<file path="config.mk">
export PLATFORM = sky130hd
export DESIGN_NAME = uar_rx
export DESIGN_NICKNAME = d
export VERILOG_FILES = /design/src/rtl/uar_rx.sv
export SDC_FILE = /design/constraint.sdc
export NUM_CORES = 1
export LEC_CHECK = 0
export BUFFER_PORTS_ARGS = -buffer_cell sky130_fd_sc_hd__buf_2
export CAP_MARGIN = 10
export CORE_MARGIN = 5
export CORE_UTILIZATION = 30
export CTS_BUF_LIST = sky130_fd_sc_hd__clkbuf_16
export DETAILED_ROUTE_END_ITERATION = 16
export MAX_ROUTING_LAYER = met4
export SLEW_MARGIN = 0
export SYNTH_ARGS = -nofsm -noshare
export SYNTH_HDL_FRONTEND = slang
export SYNTH_SLANG_ARGS = --single-unit
</file>
<file path="constraint.sdc">
create_clock -name i_clk -period 1.6 [get_ports i_clk]
set_input_delay 0.4 -clock i_clk [delete_from_list [all_inputs] [get_ports i_clk]]
set_output_delay 0.4 -clock i_clk [all_outputs]
set_load 0.005 [all_outputs]
</file>
<file path="src/rtl/uar_rx.sv">
// uar_rx -- 8N1 UART receiver (LSB first, idle-high line).
//
// Oversamples the serial line with the system clock, qualifies the start
// bit at mid-bit, shifts in 8 data bits and checks the stop bit. Received
// bytes are offered on a valid/read handshake.
//
// Optional feature macro: UAR_RX_PARITY_EN
//   When defined, an even-parity bit follows the data bits and the
//   o_parity_err output is added. A byte failing parity is never loaded.
//
// Parameters:
//   CLKS_PER_BIT  clk cycles per serial bit (even, >= 4)
//   CNT_W         sample counter width (2**CNT_W > CLKS_PER_BIT)
//
// Ports:
//   i_clk         system clock, rising edge
//   i_rst_n       asynchronous active-low reset
//   i_ser_in      asynchronous serial input, idle 1
//   i_rd_en       read strobe, acknowledges o_data_out
//   o_data_out    last accepted byte
//   o_data_valid  o_data_out holds an unread byte
//   o_frame_err   one-cycle pulse: stop bit sampled 0
//   o_overrun     sticky: good frame arrived while o_data_valid=1
//   o_rx_busy     high in every state except IDLE
//   o_parity_err  (UAR_RX_PARITY_EN only) one-cycle pulse on parity failure
module uar_rx #(
   parameter int CLKS_PER_BIT = 16,
   parameter int CNT_W        = 5
) (
   input  logic       i_clk,
   input  logic       i_rst_n,
   input  logic       i_ser_in,
   input  logic       i_rd_en,
   output logic [7:0] o_data_out,
   output logic       o_data_valid,
   output logic       o_frame_err,
   output logic       o_overrun,
`ifdef UAR_RX_PARITY_EN
   output logic       o_rx_busy,
   output logic       o_parity_err
`else
   output logic       o_rx_busy
`endif
);

   localparam logic [CNT_W-1:0] HALF_M1 = CNT_W'(CLKS_PER_BIT / 2 - 1);
   localparam logic [CNT_W-1:0] FULL_M1 = CNT_W'(CLKS_PER_BIT - 1);

   typedef enum logic [2:0] {
      S_IDLE,
      S_START,
      S_DATA,
      S_PARITY,
      S_STOP
   } state_t;

   state_t           r_state;
   logic             r_sync1;
   logic             r_sync2;     // synchronized line (rx_s)
   logic             r_rx_prev;   // rx_s one cycle ago, for edge detect
   logic [CNT_W-1:0] r_cnt;
   logic [2:0]       r_bit_cnt;
   logic [7:0]       r_shift;
   logic [7:0]       r_data_out;
   logic             r_data_valid;
   logic             r_frame_err;
   logic             r_overrun;
   logic             r_busy;
`ifdef UAR_RX_PARITY_EN
   logic             r_par;       // running XOR of data bits
   logic             r_par_bad;
   logic             r_parity_err;
`endif

   always_ff @(posedge i_clk or negedge i_rst_n) begin
      if (!i_rst_n) begin
         r_state      <= S_IDLE;
         r_sync1      <= 1'b1;
         r_sync2      <= 1'b1;
         r_rx_prev    <= 1'b1;
         r_cnt        <= '0;
         r_bit_cnt    <= 3'd0;
         r_shift      <= 8'h00;
         r_data_out   <= 8'h00;
         r_data_valid <= 1'b0;
         r_frame_err  <= 1'b0;
         r_overrun    <= 1'b0;
         r_busy       <= 1'b0;
`ifdef UAR_RX_PARITY_EN
         r_par        <= 1'b0;
         r_par_bad    <= 1'b0;
         r_parity_err <= 1'b0;
`endif
      end else begin
         r_sync1     <= i_ser_in;
         r_sync2     <= r_sync1;
         r_rx_prev   <= r_sync2;
         r_frame_err <= 1'b0;
`ifdef UAR_RX_PARITY_EN
         r_parity_err <= 1'b0;
`endif
         // A read acknowledges the byte; a frame completing in the same
         // cycle overrides data_valid below so it stays set.
         if (i_rd_en && r_data_valid) begin
            r_data_valid <= 1'b0;
            r_overrun    <= 1'b0;
         end

         case (r_state)
            S_IDLE: begin
               // Only a true 1->0 edge starts a frame, so a held break
               // line cannot retrigger.
               if (r_rx_prev && !r_sync2) begin
                  r_state <= S_START;
                  r_cnt   <= '0;
                  r_busy  <= 1'b1;
               end
            end
            S_START: begin
               if (r_cnt == HALF_M1) begin
                  r_cnt <= '0;
                  if (!r_sync2) begin
                     r_state   <= S_DATA;
                     r_bit_cnt <= 3'd0;
`ifdef UAR_RX_PARITY_EN
                     r_par     <= 1'b0;
`endif
                  end else begin
                     r_state <= S_IDLE;
                     r_busy  <= 1'b0;
                  end
               end else begin
                  r_cnt <= r_cnt + 1'b1;
               end
            end
            S_DATA: begin
               if (r_cnt == FULL_M1) begin
                  r_cnt     <= '0;
                  r_shift   <= {r_sync2, r_shift[7:1]};
                  r_bit_cnt <= r_bit_cnt + 3'd1;
`ifdef UAR_RX_PARITY_EN
                  r_par     <= r_par ^ r_sync2;
                  if (r_bit_cnt == 3'd7)
                     r_state <= S_PARITY;
`else
                  if (r_bit_cnt == 3'd7)
                     r_state <= S_STOP;
`endif
               end else begin
                  r_cnt <= r_cnt + 1'b1;
               end
            end
`ifdef UAR_RX_PARITY_EN
            S_PARITY: begin
               if (r_cnt == FULL_M1) begin
                  r_cnt     <= '0;
                  r_par_bad <= r_par ^ r_sync2;
                  r_state   <= S_STOP;
               end else begin
                  r_cnt <= r_cnt + 1'b1;
               end
            end
`endif
            S_STOP: begin
               if (r_cnt == FULL_M1) begin
                  r_cnt   <= '0;
                  r_state <= S_IDLE;
                  r_busy  <= 1'b0;
`ifdef UAR_RX_PARITY_EN
                  if (r_par_bad)
                     r_parity_err <= 1'b1;
                  if (!r_sync2) begin
                     r_frame_err <= 1'b1;
                  end else if (!r_par_bad) begin
`else
                  if (!r_sync2) begin
                     r_frame_err <= 1'b1;
                  end else begin
`endif
                     if (!r_data_valid || i_rd_en) begin
                        r_data_out   <= r_shift;
                        r_data_valid <= 1'b1;
                     end else begin
                        r_overrun <= 1'b1;
                     end
                  end
               end else begin
                  r_cnt <= r_cnt + 1'b1;
               end
            end
            default: begin
               r_state <= S_IDLE;
               r_busy  <= 1'b0;
            end
         endcase
      end
   end

   assign o_data_out   = r_data_out;
   assign o_data_valid = r_data_valid;
   assign o_frame_err  = r_frame_err;
   assign o_overrun    = r_overrun;
   assign o_rx_busy    = r_busy;
`ifdef UAR_RX_PARITY_EN
   assign o_parity_err = r_parity_err;
`endif

endmodule
</file>
==> summary.txt <==
Timing
  • Post-layout minimum cycle time: 1.63 ns
  • Period Utilization, post-route: 102%
  • Slew margin rel.: 71.5%
  • F_max: 0.613 GHz
  • Final setup violation count: 15
  • RSZ-0062 raised after global routing: yes
  • Max-slew violations: 0
  • Worst-Margin Slew: 0.427 ns
  • Hold Fails Final Rpt: 0
  • Setup ws final: -0.0320 ns
  • Hold slack: 0.158 ns
  • Clock Skew: 0.00262 ns
  • Setup tns final: -0.315 ns

CTS
  • CTS tree: yes
  • Inserted Clock Buffers: 5
  • # hold bufs at CTS: 0
  • CTS sink cnt: 34
  • Clock-pin slew of the registers on the worst-case setup and hold paths: 0.05 ns
  • Htree depth: 2
  • Clock Latency Late Sink: 0.27 ns
  • CTS Buffer Depth: 2
  • Root buffer cell: clkbuf_16

Worst setup path
  • CP Launch Type: flip-flop
  • FF-to-FF End: o_data_out[4]
  • CP Capture Type: flip-flop
  • Arr. time, crit path: 1.78 ns
  • Slowest stage delay, CP: 0.36 ns
  • R2r worst-path depth: 6
  • Critical path type: flip-flop to flip-flop
  • Worst path slowest cell: dfrtp_1
  • Cells along the critical path: ha_2, nand4b_1, buf_4, nor3_4, nand3_4, mux2_2
  • Reg2reg start: r_cnt[1]
  • Reg2Reg Setup Slack: -0.03 ns
  • CP Max Fanout: 8
  • WP data required: 1.75 ns

Power
  • Power per cell area: 1330 nW/um^2
  • Static Leak: 0.999 nW
  • Peak supply drop: 0.706 mV
  • Total power draw: 0.00272 W

Final layout
  • # diodes: 0
  • Finished Cell Area: 2040 um^2
  • Ratio of cells with drive above 1 in the final layout: 45.5%
  • Area growth from synthesis to layout: 32.4%
  • Nets: 173

Die
  • Row cnt: 26
  • Die height: 81.6 um
  • Starting density of the core: 30.5%
  • Core ar.: 5040 um^2
  • Die area: 6660 um^2
  • I/O Pins: 16
  • Die boundary width: 81.6 um

Run
  • Max cap viols: 0

Outcome
  • Outcome: finished, violations left
  • Failing checks: negative setup slack

Logic synthesis
  • #FFs+latches synth: 34
  • Leading area contributor after synthesis: dfrtp_1
  • Sequential cell area fraction in the yosys report: 55.6%
  • Post-Syn Area: 1540 um^2
  • Count of cell types in the netlist: 37
  • Post-synth top area share: 50.4%
  • Syn Inst Count: 129
  • YS warnings: 0
  • Top cells by area, synth: dfrtp_1 50%, mux2_2 10%, dfstp_2 5.1%, ha_1 3.3%, o21ai_0 2.3%
  • Mean Syn Cell Area: 11.9 um^2
  • Syn_nets: 137

Drt
  • Vias: 1,161
  • First-pass DRT Iterations: 4
  • Routed met1 length: 1450 um
  • Met2 wire length: 1600 um
  • DRC: 0
  • Routed Antenna Nets: 0
  • First DRT Iteration DRCs: 34
  • Routed WL: 3250 um
  • Max Used Layer: met4
  • DR WL met3: 168 um
  • Vias per std cell: 4.94
  • Drt wl/cell: 13.8 um

Placement
  • Port buffer count: 15
  • DP HPWL: 2280 um
  • Routability cong.: 0.823
  • Placed cell areas: 1780 um^2

Global routing
  • Vias in the first global route: 1,204
  • First-pass GRT wire length: 5490 um
  • Largest net degree at the start of global routing: 35
  • Global route overflow: 0
  • Initial antenna violation count: 0
  • Overall Global Routing Usage: 10.9%

Worst hold path
  • Min-delay worst type: primary input to async pin
[logic make-up after synthesis]
logic type               Yosys count  share of synthesized area, %
multiplexers                      16                          12.2
AO/OA/AOI/OAI                     25                          10.3
adder cells (fa/ha/maj)            5                          3.91
buffers and inverters             13                          4.64
AND/OR/NAND/NOR                   36                          13.4
flip-flops                        34                          55.6
[cells in the final DEF (no fill, tap or decap), types with 2 or more instances in the layout]
master | Yosys | final
a21o_1 | 2 | 2
a21oi_1 | 6 | 5
a31oi_1 | 2 | 2
buf_2 | 3 | 15
buf_4 | 0 | 18
buf_6 | 1 | 2
clkbuf_16 | 0 | 5
clkinv_2 | 0 | 2
dfrtp_1 | 31 | 30
dfstp_2 | 3 | 3
ha_1 | 4 | 2
inv_1 | 7 | 7
mux2_2 | 14 | 14
mux2_4 | 2 | 2
nand2_1 | 8 | 8
nand2b_1 | 4 | 4
nand3_1 | 5 | 4
nand3_4 | 0 | 2
nor2_1 | 5 | 5
nor3_1 | 3 | 2
nor3b_1 | 2 | 2
o21ai_0 | 7 | 3
o21ai_1 | 0 | 2
o21ai_2 | 0 | 2
o22ai_1 | 2 | 2
[metal layers]
| layer | global-route usage [%] | up-vias |
|---|---|---|
| met5 | - | - |
| met4 | 3.82 | 0 |
| met3 | 3.84 | 5 |
| met2 | 17.4 | 27 |
| met1 | 12.9 | 593 |
| li1 | - | 536 |
[through the flow]
step	setup WS [ns]	std cells	utilization (%)
2_1_floorplan	-0.138	129	-
3_3_place_gp	-0.0294	224	35.4
3_5_place_dp	-0.142	224	35.4
4_1_cts	-0.0383	233	38.9
5_1_grt	-0.141	235	40.4
6_report	-0.0320	235	40.4
[report_power, final]
group          switching (W)  internal, W  leakage (nW)
Sequential         0.0000812     0.000957         0.448
Combinational       0.000400     0.000395         0.482
Clock               0.000322     0.000560        0.0694
[worst max-delay path: cells and delay by family (launching register included)]
family | cells | cell delay (ns)
simple gates | 3 | 0.47
flops | 1 | 0.36
mux | 1 | 0.31
buf+inv | 1 | 0.18
fa+ha+maj | 1 | 0.20
[worst max-delay path by stage]
| stage | start | slack [ns] | endpoint | depth (start not counted) |
|---|---|---|---|---|
| after floorplan | r_cnt[1] | -0.14 | r_shift[5] | 6 |
| after global placement | r_cnt[1] | -0.03 | r_shift[5] | 5 |
| after detailed placement | r_cnt[0] | -0.14 | o_data_out[7] | 5 |
| after CTS | r_cnt[1] | -0.04 | r_shift[5] | 5 |
| after global routing | r_cnt[1] | -0.14 | o_rx_busy | 7 |
| final | r_cnt[1] | -0.03 | o_data_out[4] | 6 |
[timing repair]
action                     CTS  global route
gates resized for setup      5            14
setup endpoints to repair   19            25
setup buffers                3             3
pin swaps                    3             6
[synth_stat cells]
cell / instances
nor4b_1: 1
inv_1: 7
a21oi_1: 6
nand2_1: 8
dfstp_2: 3
nor4_1: 1
clkbuf_1: 1
and4b_2: 1
buf_8: 1
ha_1: 4
nand3_2: 1
or3_1: 1
o22a_1: 1
dfrtp_1: 31
buf_6: 1
nor3b_1: 2
o211ai_1: 1
or3b_2: 1
a2111oi_0: 1
o41ai_1: 1
nand3b_1: 1
o22ai_1: 2
nor2_1: 5
a211o_1: 1
nand4b_1: 1
a21o_1: 2
a31oi_1: 2
nand3_1: 5
nor4bb_1: 1
maj3_1: 1
mux2_2: 14
nand2b_1: 4
buf_2: 3
a221o_1: 1
mux2_4: 2
nor3_1: 3
o21ai_0: 7
[sequential cells by signal, indices dropped and copies added, names as in the netlist]
signal        cells
o_rx_busy         1
r_sync2           1
r_sync1           1
r_bit_cnt         3
r_state           3
o_frame_err       1
r_rx_prev         1
o_overrun         1
o_data_valid      1
o_data_out        8
r_cnt             5
r_shift           8
[cell type report]
type / instances / area [um^2]
clock inverters: 2 / 10.0
inverters: 7 / 26.3
flip-flops and latches: 34 / 856
fillers: 476 / 3010
clock buffers: 5 / 125
repair buffers: 35 / 233
multi-input cells: 82 / 698
well taps: 70 / 87.6
Note: power is estimated with default switching activity, not from simulation.
